## config.mk

```make
export PLATFORM = sky130hd
export DESIGN_NAME = ice_uart_tx_arbiter
export DESIGN_NICKNAME = d
export VERILOG_FILES = /design/src/rtl/ice_uart_tx_arbiter_pkg.sv /design/src/rtl/ice_rr_pick.sv /design/src/rtl/ice_uart_tx_arbiter.sv
export SDC_FILE = /design/constraint.sdc
export NUM_CORES = 1
export LEC_CHECK = 0
export CORE_MARGIN = 2
export CORE_UTILIZATION = 35
export CTS_CLUSTER_SIZE = 20
export DETAILED_ROUTE_END_ITERATION = 8
export PLACE_DENSITY = 0.62
export REMOVE_ABC_BUFFERS = 1
export SLEW_MARGIN = 40
export SYNTH_ARGS = -nofsm -noshare
export SYNTH_HDL_FRONTEND = slang
export SYNTH_HIERARCHICAL = 1
export SYNTH_SLANG_ARGS = --single-unit
```

## constraint.sdc

```tcl
create_clock -name clk -period 3.42 [get_ports clk]
set_input_delay 0.684 -clock clk [delete_from_list [all_inputs] [get_ports clk]]
set_output_delay 0.684 -clock clk [all_outputs]
set_load 0.005 [all_outputs]
```

## src/rtl/ice_uart_tx_arbiter_pkg.sv

```systemverilog
// Shared definitions for the ICE UART transmit arbiter: FSM state encoding,
// requester-count bounds and the index-width helper used by the picker.
package ice_uart_tx_arbiter_pkg;

    localparam int unsigned ICE_ARB_MIN_REQ = 2;
    localparam int unsigned ICE_ARB_MAX_REQ = 8;

    typedef enum logic [1:0] {
        IDLE       = 2'd0,
        LOAD       = 2'd1,
        WAIT_START = 2'd2,
        WAIT_DONE  = 2'd3
    } arb_state_e;

    function automatic int unsigned idx_width(input int unsigned n);
        return (n > 1) ? $clog2(n) : 1;
    endfunction

endpackage

```

## src/rtl/ice_rr_pick.sv

```systemverilog
// Combinational round-robin picker: returns the first active request after
// position ptr (wrapping), as a one-hot vector and a binary index.
module ice_rr_pick
    import ice_uart_tx_arbiter_pkg::*;
#(
    parameter int unsigned N  = 4,
    parameter int unsigned IW = idx_width(N)
) (
    input  logic [N-1:0]  req,
    input  logic [IW-1:0] ptr,
    output logic [N-1:0]  onehot,
    output logic [IW-1:0] idx
);

    always_comb begin
        int unsigned pos;
        logic        found;
        onehot = '0;
        idx    = '0;
        found  = 1'b0;
        pos    = 0;
        // Search ptr+1 .. ptr+N so the previous owner has lowest priority.
        for (int unsigned k = 1; k <= N; k++) begin
            pos = (32'(ptr) + k) % N;
            if (!found && req[pos]) begin
                found       = 1'b1;
                onehot[pos] = 1'b1;
                idx         = IW'(pos);
            end
        end
    end

endmodule

```

## src/rtl/ice_uart_tx_arbiter.sv

```systemverilog
// Packet-atomic round-robin arbiter sharing the host UART transmitter.
// Define ICE_TX_ARB_TIMEOUT_EN to enable the mid-packet stall timeout.
module ice_uart_tx_arbiter
    import ice_uart_tx_arbiter_pkg::*;
#(
    parameter int unsigned NUM_REQ      = 4,
    parameter int unsigned HOLD_TIMEOUT = 65535
) (
    input  logic                 clk,
    input  logic                 reset,
    input  logic [NUM_REQ-1:0]   req_valid,
    input  logic [8*NUM_REQ-1:0] req_data,
    input  logic [NUM_REQ-1:0]   req_last,
    output logic [NUM_REQ-1:0]   req_ready,
    output logic [7:0]           tx_data,
    output logic                 tx_latch,
    input  logic                 tx_empty,
    output logic [NUM_REQ-1:0]   grant,
    output logic                 busy,
    output logic                 timeout_err
);

    localparam int unsigned IW = idx_width(NUM_REQ);

    if (NUM_REQ < ICE_ARB_MIN_REQ || NUM_REQ > ICE_ARB_MAX_REQ) begin : g_bad_num_req
        $error("ice_uart_tx_arbiter: NUM_REQ out of range");
    end
    if (HOLD_TIMEOUT < 1) begin : g_bad_hold_timeout
        $error("ice_uart_tx_arbiter: HOLD_TIMEOUT must be at least 1");
    end

    arb_state_e           state_q, state_d;
    logic [IW-1:0]        ptr_q, ptr_d;
    logic [IW-1:0]        gidx_q, gidx_d;
    logic                 last_q, last_d;
    logic [NUM_REQ-1:0]   grant_d;
    logic                 busy_d;
    logic [7:0]           tx_data_d;
    logic                 tx_latch_d;
    logic [NUM_REQ-1:0]   req_ready_d;
    logic [NUM_REQ-1:0]   pick_onehot;
    logic [IW-1:0]        pick_idx;

`ifdef ICE_TX_ARB_TIMEOUT_EN
    localparam int unsigned CW = $clog2(HOLD_TIMEOUT + 1);
    logic [CW-1:0] stall_q, stall_d;
    logic          timeout_d;
`else
    assign timeout_err = 1'b0;
`endif

    ice_rr_pick #(
        .N  (NUM_REQ),
        .IW (IW)
    ) u_pick (
        .req    (req_valid),
        .ptr    (ptr_q),
        .onehot (pick_onehot),
        .idx    (pick_idx)
    );

    always_ff @(posedge clk or negedge reset) begin
        if (!reset) begin
            state_q   <= IDLE;
            ptr_q     <= IW'(NUM_REQ - 1);
            gidx_q    <= '0;
            last_q    <= 1'b0;
            grant     <= '0;
            busy      <= 1'b0;
            tx_data   <= '0;
            tx_latch  <= 1'b0;
            req_ready <= '0;
`ifdef ICE_TX_ARB_TIMEOUT_EN
            stall_q     <= '0;
            timeout_err <= 1'b0;
`endif
        end else begin
            state_q   <= state_d;
            ptr_q     <= ptr_d;
            gidx_q    <= gidx_d;
            last_q    <= last_d;
            grant     <= grant_d;
            busy      <= busy_d;
            tx_data   <= tx_data_d;
            tx_latch  <= tx_latch_d;
            req_ready <= req_ready_d;
`ifdef ICE_TX_ARB_TIMEOUT_EN
            stall_q     <= stall_d;
            timeout_err <= timeout_d;
`endif
        end
    end

    always_comb begin
        state_d     = state_q;
        ptr_d       = ptr_q;
        gidx_d      = gidx_q;
        last_d      = last_q;
        grant_d     = grant;
        busy_d      = busy;
        tx_data_d   = tx_data;
        tx_latch_d  = 1'b0;
        req_ready_d = '0;
`ifdef ICE_TX_ARB_TIMEOUT_EN
        stall_d   = stall_q;
        timeout_d = 1'b0;
`endif
        case (state_q)
            IDLE: begin
                if (|req_valid && tx_empty) begin
                    grant_d = pick_onehot;
                    gidx_d  = pick_idx;
                    busy_d  = 1'b1;
                    state_d = LOAD;
`ifdef ICE_TX_ARB_TIMEOUT_EN
                    stall_d = '0;
`endif
                end
            end
            LOAD: begin
                if (req_valid[gidx_q]) begin
                    tx_data_d   = req_data[{gidx_q, 3'b000} +: 8];
                    tx_latch_d  = 1'b1;
                    req_ready_d = grant;
                    last_d      = req_last[gidx_q];
                    state_d     = WAIT_START;
                end
`ifdef ICE_TX_ARB_TIMEOUT_EN
                // The cycle that would bring the count to HOLD_TIMEOUT revokes instead.
                else if (stall_q == CW'(HOLD_TIMEOUT - 1)) begin
                    timeout_d = 1'b1;
                    grant_d   = '0;
                    busy_d    = 1'b0;
                    ptr_d     = gidx_q;
                    state_d   = IDLE;
                end else begin
                    stall_d = stall_q + 1'b1;
                end
`endif
            end
            WAIT_START: begin
                if (!tx_empty) state_d = WAIT_DONE;
            end
            WAIT_DONE: begin
                if (tx_empty) begin
                    if (last_q) begin
                        grant_d = '0;
                        busy_d  = 1'b0;
                        ptr_d   = gidx_q;
                        state_d = IDLE;
                    end else begin
                        state_d = LOAD;
`ifdef ICE_TX_ARB_TIMEOUT_EN
                        stall_d = '0;
`endif
                    end
                end
            end
            default: state_d = IDLE;
        endcase
    end

endmodule

```

==> results of run 1 <==
[cell usage in the layout, fill, tap and decap left out, types with 3 or more instances in the layout]
| master | instances |
|---|---|
| clkdlybuf4s50_1 | 59 |
| inv_1 | 12 |
| o21ai_1 | 6 |
| mux2_2 | 15 |
| clkbuf_8 | 3 |
| mux2i_1 | 6 |
| a221o_1 | 4 |
| nand2b_1 | 4 |
| ha_1 | 12 |
| o21ai_0 | 3 |
| mux4_2 | 11 |
| nor2_1 | 7 |
| nand2_1 | 12 |
| dfrtp_1 | 22 |
[Yosys cell counts, types with 3 or more instances]
cell / instances
a221o_1: 4
mux2_2: 15
ha_1: 12
nor2_1: 7
nand2_1: 12
buf_4: 4
o21ai_0: 3
mux2i_1: 6
mux4_2: 11
dfrtp_1: 23
o21ai_1: 6
inv_1: 12
nand2b_1: 4
[kinds of logic (layout without fill, tap and decap cells)]
| logic type | after synthesis | count (layout) |
|---|---|---|
| and+or+nand+nor | 35 | 35 |
| muxes | 34 | 34 |
| AOI/OAI and AO/OA | 29 | 29 |
| DFF | 25 | 25 |
| buffers and inverters | 22 | 78 |
| adders and majority gates | 12 | 12 |
| other | 1 | 1 |
[worst reg2reg max path: stages (launching register included)]
cell and delay (ns):
dfstp_2 0.76, inv_1 0.17, ha_1 0.44, mux4_2 0.45
nand2_1 0.11, o21ai_1 0.06, a221o_1 0.26, nand2b_1 0.07
mux2i_1 0.06
[cell type report]
class,count,share of cell area (%)
well taps,70,3.48
flip-flops and latches,25,25.0
repair buffers,61,24.0
clock inverters,1,0.298
multi-input cells,111,43.7
inverters,13,1.94
clock buffers,3,1.64
[stage by stage]
step	power, mW	hold WS, ns	worst slack [ns]
after floorplan	1.38	0.388	1.19
after global placement	1.78	0.487	0.686
after detailed placement	1.78	0.493	0.601
after CTS	1.97	0.396	0.882
after global routing	2.12	0.423	0.699
final	1.94	0.385	0.921
[path summary, 6_finish.rpt]
check                                          to              startpoint
setup / recovery             grant[0]$_DFFE_PN0P_    ptr_q[0]$_DFFE_PN1P_
hold / removal                 tx_latch$_DFF_PN0_                   reset
setup reg to reg             grant[0]$_DFFE_PN0P_    ptr_q[0]$_DFFE_PN1P_
hold reg to reg            tx_data[0]$_DFFE_PN0P_  tx_data[0]$_DFFE_PN0P_
max in group asynchronous    ptr_q[0]$_DFFE_PN1P_                   reset
min in group clk           tx_data[0]$_DFFE_PN0P_  tx_data[0]$_DFFE_PN0P_
[per-layer routing]
| metal | track usage, % | vias up |
|---|---|---|
| met5 | 0 | - |
| li1 | - | 687 |
| met1 | 19.2 | 673 |
| met3 | 5.09 | 0 |
| met4 | 3.82 | 0 |
| met2 | 22.2 | 62 |
[power by group]
part | switching, mW | internal (mW) | total (mW) | leakage, nW
Sequential | 0.179 | 0.434 | 0.613 | 0.304
Combinational | 0.480 | 0.671 | 1.15 | 0.696
Clock | 0.0927 | 0.0825 | 0.175 | 0.0217
[registers in the layout (all words and copies together) (netlist names)]
register	cells
state_q	2
tx_latch	1
ptr_q	2
last_q	1
grant	4
tx_data	8
busy	1
gidx_q	2
req_ready	4
==> flow_summary.yaml, run 1 <==
placement:
  dp.cells: 280
  dp_hpwl_um: 3220
  io_buffers: 60
  post_dp_cell_area_mm2: 0.00247
  gp_congestion: 0.805
sta:
  timing.fmax_mhz: 400
  min_period_ns: 2.50
  relSlewSlack_pct: 51.4
  finalCritPeriodShare_pct: 73.1
  report.final.setup_viol: 0
  slew_viol_final: 0
  hold_violations: 0
  rsz0062_at_grt: "false"
  tightest_slew_ns: 0.727
  tns_ns: 0
  fin_skew_ns: 0.00596
critical_path:
  crit_cells: 8
  cp_max_fo: 18
  critPathTopFamily: "flip-flops"
  setup.worst_path.end_class: "register"
  slowest_stage: "dfstp_2"
  critPathMaxStageDelay_ns: 0.76
  path_buf_inv: 1
  path_class: "reg -> reg"
  cp.arrival_ns: 2.65
  start_kind: "register"
  r2r_cells: 8
  worst_ep_required_time_ns: 3.57
  path_cells: "inv_1 > ha_1 > mux4_2 > nand2_1 > o21ai_1 > a221o_1 > nand2b_1 > mux2i_1"
  r2r_slack_ns: 0.92
synthesis:
  synthXorXnorAreaFrac_pct: 0
  async_reset_ff_share_pct: 100
  synth_fa_ha_area_share_pct: 8.15
  synth-simple-area-share_pct: 10.1
  syn_avg_cell_area_um2: 11.7
  synth_top_cell_by_area: "dfrtp_1"
  yosysTopAreaCellShare_pct: 31.3
  synth_cells: 158
  synth_top_family_by_area: "multiplexers"
  yosysWarnings: 6
  ys_ff_latch: 25
  yosys-top-cells-area: "dfrtp_1 31%, mux4_2 13%, mux2_2 9.2%, ha_1 8.2%, mux2i_1 3.3%"
  yosys-mux-area-fraction_pct: 27.1
  ys.flop_type: "dfrtp_1"
  synth_edf_count: 0
  yosysSeqAreaShare_pct: 34.1
  synth_area_mm2: 0.00184
  yosysUniqueCellTypes: 43
  synth_compound_area_share_pct: 14.1
global_routing:
  antenna_found_initial: 0
  grt_pass1_wl_um: 6760
  grt_max_degree: 25
  grt_pass1_vias: 1387
  track_usage_pct: 14.4
  grt_overflow: 0
floorplanning:
  die_x_um: 76.5
  die_area_mm2: 0.00586
  die_height_um: 76.5
  row_count: 26
  fp.coreArea_mm2: 0.00511
  pin_count: 62
  start_util_pct: 36.1
drt:
  detail_route.iter0.violations: 85
  wirelength_um: 4100
  wire_per_inst_um: 14.4
  top_layer_used: "met3"
  vias: 1422
  viasPerCell: 5.01
  postRouteAntennaNets: 0
  met2_length_um: 1800
  wl_met3_um: 359
  dr.pass1.iters: 4
  route.detailed.drc: 0
  drt-met1-wl_um: 1940
layout:
  fill_cells: 480
  multi_input_area_mm2: 0.00110
  final_nets: 270
  post-route-cell-area_mm2: 0.00252
  layoutNonFillerInstCount: 284
  fin_util_pct: 49.3
  antenna_cells: 0
  area_growth_pct: 36.7
  drive_above_1_share_pct: 21.5
  seqCellArea_um2: 629
outcome:
  status: "finished clean"
clocking:
  cts_setup_buffers: 0
  clk_pin_slew_worst_paths_ns: 0.09
  cts.sinks: 25
  cts_buffers: 3
  root_buffer: "clkbuf_8"
  ctsResizeCount: 0
  tritoncts: "built"
  h-tree-depth: 1
  max-clock-path-buffers: 2
  clkLatencyLatePin_ns: 0.27
  hold_buffers: 0
pwr:
  power_density_mw_per_mm2: 770
  power_leakage_nw: 1.02
  peakVddDrop_mv: 0.354
job:
  drv_cap: 0
hold_path:
  min_path_type: "in -> async"
(Power assumes the default switching activity.)
==> run 2, diff against run 1 <==
==> constraint.sdc (replaced) <==
create_clock -name clk -period 2.32 [get_ports clk]
set_input_delay 0.464 -clock clk [delete_from_list [all_inputs] [get_ports clk]]
set_output_delay 0.464 -clock clk [all_outputs]
set_load 0.005 [all_outputs]
==> flow_summary.yaml, run 2 (synthesis results as in run 1) <==
placement:
  gp_congestion: 0.803
  dp.cells: 293
  io_buffers: 60
  dp_hpwl_um: 3390
sta:
  report.final.setup_viol: 0
  relSlewSlack_pct: 49.6
  tightest_slew_ns: 0.755
  fin_skew_ns: 0.00154
  timing.fmax_mhz: 478
  rsz0062_at_grt: "false"
  tns_ns: 0
  min_period_ns: 2.09
  hold_violations: 0
  slew_viol_final: 0
  timing.hold.ws_ns: 0.508
  finalCritPeriodShare_pct: 90.2
hold_path:
  min_path_type: "reg -> reg"
layout:
  seqCellArea_um2: 628
  drive_above_1_share_pct: 25.1
  layout_commonest_cell: "clkdlybuf4s50_1"
  antenna_cells: 0
  area_growth_pct: 42.2
  largest_reg_flops: 8
  layoutNonFillerInstCount: 297
  final_nets: 283
  top_register: "tx_data"
  fin_util_pct: 51.3
  fill_cells: 469
  top_regs: "tx_data (8), grant (4), req_ready (4)"
  layout.cells.most_common_list: "60 x clkdlybuf4s50_1, 23 x dfrtp_1, 15 x mux2_2, 14 x buf_4"
  multi_input_area_mm2: 0.00110
outcome:
  status: "finished clean"
global_routing:
  track_usage_pct: 15.0
  grt_overflow: 0
  met2_usage_pct: 23.8
  gr-max-usage-layer: "met2"
  grt_pass1_wl_um: 7100
  grt_max_degree: 26
  grt_pass1_vias: 1440
  antenna_found_initial: 0
  gr-usage-met3_pct: 4.38
  grt_util_met1_pct: 20.0
floorplanning:
  row_count: 26
  die_area_mm2: 0.00586
  pin_count: 62
  die_x_um: 76.5
  start_util_pct: 36.1
  fp.coreArea_mm2: 0.00511
  die_height_um: 76.5
critical_path:
  path_class: "reg -> reg"
  setup.worst_path.end_class: "register"
  worst_ep_required_time_ns: 2.52
  cp_max_fo: 7
  cp.arrival_ns: 2.30
  start_kind: "register"
drt:
  postRouteAntennaNets: 0
  dr.pass1.iters: 4
  vias: 1471
  detail_route.iter0.violations: 49
  wire_per_inst_um: 14.3
  viasPerCell: 4.95
  wirelength_um: 4260
  route.detailed.drc: 0
clocking:
  h-tree-depth: 1
  root_buffer: "clkbuf_8"
  hold_buffers: 0
  max-clock-path-buffers: 2
  cts_setup_buffers: 0
  cts.sinks: 25
  clk_pin_slew_worst_paths_ns: 0.09
  ctsResizeCount: 0
  cts_buffers: 3
  clkLatencyLatePin_ns: 0.27
  tritoncts: "built"
pwr:
  seqPwrFrac_pct: 26.9
  p_int_mw: 1.84
  pwr-share-clk_pct: 8.8
  comb_power_share_pct: 64.3
  p_sw_mw: 1.15
  p_sw_share_pct: 38.4
  power_density_mw_per_mm2: 1140
  peakVddDrop_mv: 0.698
  power_leakage_nw: 1.08
job:
  drv_cap: 0
[run 2: cell types whose count changed in the layout (fill, tap and decap cells not counted), sizes merged]
cell / delta
buf: +12
clkdlybuf4s50: +1
[run 2: final timing paths]
| path | from | end | slack, ns | cells past startpoint |
|---|---|---|---|---|
| min | tx_data[2]$_DFFE_PN0P_ | tx_data[2]$_DFFE_PN0P_ | 0.51 | 1 |
| max in group asynchronous | reset | ptr_q[1]$_DFFE_PN1P_ | 1.48 | 2 |
| min in group asynchronous | reset | tx_latch$_DFF_PN0_ | 0.55 | 2 |
| max | ptr_q[1]$_DFFE_PN1P_ | grant[1]$_DFFE_PN0P_ | 0.23 | 8 |
| max reg2reg | ptr_q[1]$_DFFE_PN1P_ | grant[1]$_DFFE_PN0P_ | 0.23 | 8 |
| min reg2reg | tx_data[2]$_DFFE_PN0P_ | tx_data[2]$_DFFE_PN0P_ | 0.51 | 1 |
[run 2: critical path: stages (launching register included)]
cell      delay, ns
dfstp_2        0.54
inv_1          0.11
ha_1           0.35
mux4_2         0.39
buf_4          0.19
o21ai_1        0.15
a221o_1        0.13
nand2b_1       0.05
mux2i_1        0.11
[run 2: cell type report]
class | count | share of cell area (%)
tap | 70 | 3.34
multi-input combinational | 111 | 42.0
sequential | 25 | 24.0
clock inverter | 1 | 0.287
inverter | 13 | 1.86
timing repair buffer | 74 | 26.9
clock buffer | 3 | 1.58
[run 2: power by group through the flow]
stage | clock, mW | combinational, mW | sequential (mW)
after global routing | 0.287 | 2.12 | 0.836
after CTS | 0.268 | 1.95 | 0.809
after floorplan | 0 | 1.17 | 0.862
after detailed placement | 0 | 1.93 | 0.815
after global placement | 0 | 1.93 | 0.813
final | 0.263 | 1.92 | 0.803
[run 2: metal layers]
| metal | vias to the layer above | share of wire, % |
|---|---|---|
| li1 | 713 | - |
| met1 | 696 | 48 |
| met2 | 59 | 44 |
| met3 | 3 | 7.9 |
| met4 | 0 | 0.71 |
| met5 | - | 0 |
[run 2: stage by stage]
stage / total power [mW] / setup slack (ns) / area (µm²)
after detailed placement: 2.75 / -0.0717 / 2570
after global routing: 3.24 / 0.0870 / 2620
after floorplan: 2.03 / 0.0925 / 1780
after CTS: 3.02 / 0.215 / 2620
final: 2.99 / 0.226 / 2620
after global placement: 2.74 / -0.0714 / 2570
==> run 3, diff against run 2 <==
--- a/config.mk
+++ b/config.mk
@@ -6,13 +6,12 @@
 export NUM_CORES = 1
 export LEC_CHECK = 0
 export CORE_MARGIN = 2
-export CORE_UTILIZATION = 35
+export CORE_UTILIZATION = 40
 export CTS_CLUSTER_SIZE = 20
 export DETAILED_ROUTE_END_ITERATION = 8
-export PLACE_DENSITY = 0.62
+export PLACE_DENSITY = 0.7
 export REMOVE_ABC_BUFFERS = 1
 export SLEW_MARGIN = 40
 export SYNTH_ARGS = -nofsm -noshare
 export SYNTH_HDL_FRONTEND = slang
-export SYNTH_HIERARCHICAL = 1
 export SYNTH_SLANG_ARGS = --single-unit
==> flow_summary.yaml, run 3 <==
sta:
  slew_viol_final: 0
  setup_slack_ns: 0.120
  timing.hold.ws_ns: 0.474
  report.final.setup_viol: 0
  rsz0062_at_grt: "false"
  min_period_ns: 2.20
  finalCritPeriodShare_pct: 94.8
  fin_skew_ns: 0.00267
  relSlewSlack_pct: 66.7
  hold_violations: 0
  timing.fmax_mhz: 455
  tightest_slew_ns: 0.485
floorplanning:
  row_count: 24
  fp.coreArea_mm2: 0.00438
  die_height_um: 71.6
  pin_count: 62
  die_x_um: 71.6
  start_util_pct: 41.6
  die_area_mm2: 0.00512
critical_path:
  cp.arrival_ns: 2.35
  path_cells: "inv_1 > ha_1 > mux4_2 > nor2b_4 > a221o_1 > a221o_1"
  slowest_stage: "dfstp_2"
  cp_max_fo: 5
  crit_top_cell: "a221o_1"
  setup.worst_path.end_class: "register"
  critPathTopFamily: "compound AO/OA/AOI/OAI gates"
  worst_ep_required_time_ns: 2.47
  start_kind: "register"
  critPathMaxStageDelay_ns: 0.54
  path_buf_inv: 1
  path_class: "reg -> reg"
clocking:
  root_buffer: "clkbuf_8"
  hold_buffers: 0
  cts_setup_buffers: 0
  clk_pin_slew_worst_paths_ns: 0.08
  ctsResizeCount: 0
  max-clock-path-buffers: 2
  clkLatencyLatePin_ns: 0.26
  cts_buffers: 3
  tritoncts: "built"
  h-tree-depth: 1
  cts.sinks: 25
drt:
  postRouteAntennaNets: 0
  wirelength_um: 4120
  detail_route.iter0.violations: 33
  dr.pass1.iters: 4
  wire_per_inst_um: 13.6
  vias: 1581
  route.detailed.drc: 0
  viasPerCell: 5.24
layout:
  drive_above_1_share_pct: 19.2
  post-route-cell-area_mm2: 0.00264
  fill_cells: 405
  area_growth_pct: 44.3
  layout_commonest_cell: "clkdlybuf4s50_1"
  top_register: "tx_data"
  final_nets: 306
  antenna_cells: 0
  layout.cells.most_common_list: "60 x clkdlybuf4s50_1, 31 x nand2_1, 23 x dfrtp_1, 23 x buf_4"
  layoutNonFillerInstCount: 302
  largest_reg_flops: 8
  top_regs: "tx_data (8), grant (4), req_ready (4)"
pwr:
  power_leakage_nw: 1.18
  p_int_mw: 1.77
  pwr-share-clk_pct: 8.6
  p_sw_share_pct: 37.8
  comb_power_share_pct: 65.6
  seqPwrFrac_pct: 25.8
  p_sw_mw: 1.08
  peakVddDrop_mv: 0.649
  power_density_mw_per_mm2: 1080
synthesis:
  synth_cells: 174
  synth_area_mm2: 0.00183
  ys_ff_latch: 25
  syn_avg_cell_area_um2: 10.5
  synth.most_common_cell: "nand2_1"
  yosys-top-cells-area: "dfrtp_1 32%, mux4_2 16%, ha_1 8.2%, nand2_1 6.4%, a221o_1 4.4%"
  yosysSeqAreaShare_pct: 34.4
  synth_edf_count: 0
  yosysUniqueCellTypes: 37
  ys.flop_type: "dfrtp_1"
  yosysWarnings: 0
  synth_commonest_cells: "31 x nand2_1, 23 x dfrtp_1, 14 x inv_1, 14 x nor2_1, 13 x mux4_2"
  async_reset_ff_share_pct: 100
  synth_top_cell_by_area: "dfrtp_1"
  yosysTopAreaCellShare_pct: 31.5
outcome:
  status: "finished clean"
global_routing:
  antenna_found_initial: 0
  grt_max_degree: 26
  grt_overflow: 0
  grt_pass1_vias: 1533
  grt_pass1_wl_um: 6950
  track_usage_pct: 17.0
placement:
  io_buffers: 60
  dp.cells: 298
  gp_congestion: 0.805
  place_ws_ns: -0.0492
  dp_hpwl_um: 3420
  post_dp_cell_area_mm2: 0.00259
job:
  drv_cap: 0
hold_path:
  min_path_type: "reg -> reg"
## run 3: cell types whose count changed after synthesis, moves of 4 or more
cell,previous run,this run
a221o_1,4,8
nor2_1,7,14
nand2_1,12,31
mux2_2,15,3
o21a_1,0,4
o21ai_1,6,0
buf_2,1,6
## run 3: power by group through the flow
stage	Combinational (mW)	Sequential [mW]	Clock (mW)
floorplan	1.01	0.852	0
global placement	1.87	0.736	0
detailed placement	1.89	0.742	0
CTS	1.89	0.735	0.258
global route	2.07	0.759	0.280
finish	1.87	0.733	0.246
## run 3: cell type report
class	instances	area [µm²]	share of cell area [%]
clock inverter	1	5.00	0.190
sequential	25	628	23.8
clock buffer	3	41.3	1.57
tap	52	65.1	2.47
inverter	15	56.3	2.14
multi-input combinational	123	1070	40.5
timing repair buffer	83	773	29.3
## run 3: routing by layer
metal	up-vias	track usage (%)	part of all wire [%]	routed length (µm)
li1	775	-	-	-
met1	738	19.8	42	1720
met2	66	30.0	46	1900
met3	2	4.92	11	455
met4	0	5.66	1.0	41
met5	-	0	0	0
## run 3: worst paths after layout
check                           cells past startpoint                     end              startpoint  slack (ns)
worst max register to register                      6    grant[1]$_DFFE_PN0P_    ptr_q[1]$_DFFE_PN1P_        0.12
worst min-delay path                                2  tx_data[2]$_DFFE_PN0P_  tx_data[2]$_DFFE_PN0P_        0.47
worst min register to register                      2  tx_data[2]$_DFFE_PN0P_  tx_data[2]$_DFFE_PN0P_        0.47
worst max-delay path                                6    grant[1]$_DFFE_PN0P_    ptr_q[1]$_DFFE_PN1P_        0.12
max in group asynchronous                           2    ptr_q[0]$_DFFE_PN1P_                   reset        1.48
min in group asynchronous                           2  tx_data[2]$_DFFE_PN0P_                   reset        0.56
## run 3: worst min-delay path: stages, from the launching register on
cell and delay, ns:
dfrtp_1 0.35, nand2_1 0.05, nand2_1 0.05
## run 3: cells by family after synthesis
| group | share of synthesized area, % |
|---|---|
| adders and majority gates | 8.22 |
| AOI/OAI and AO/OA | 14.3 |
| and+or+nand+nor | 14.3 |
| buffers and inverters | 7.20 |
| DFF | 34.4 |
| other | 0.205 |
| muxes | 21.3 |
## run 3: per-stage QoR
stage | power [mW] | TNS (ns) | utilization [%]
2_1_floorplan | 1.86 | -0.212 | -
3_3_place_gp | 2.60 | -0.211 | 59.0
3_5_place_dp | 2.63 | -0.259 | 59.0
4_1_cts | 2.88 | 0 | 60.1
5_1_grt | 3.11 | 0 | 60.1
6_report | 2.85 | 0 | 60.1
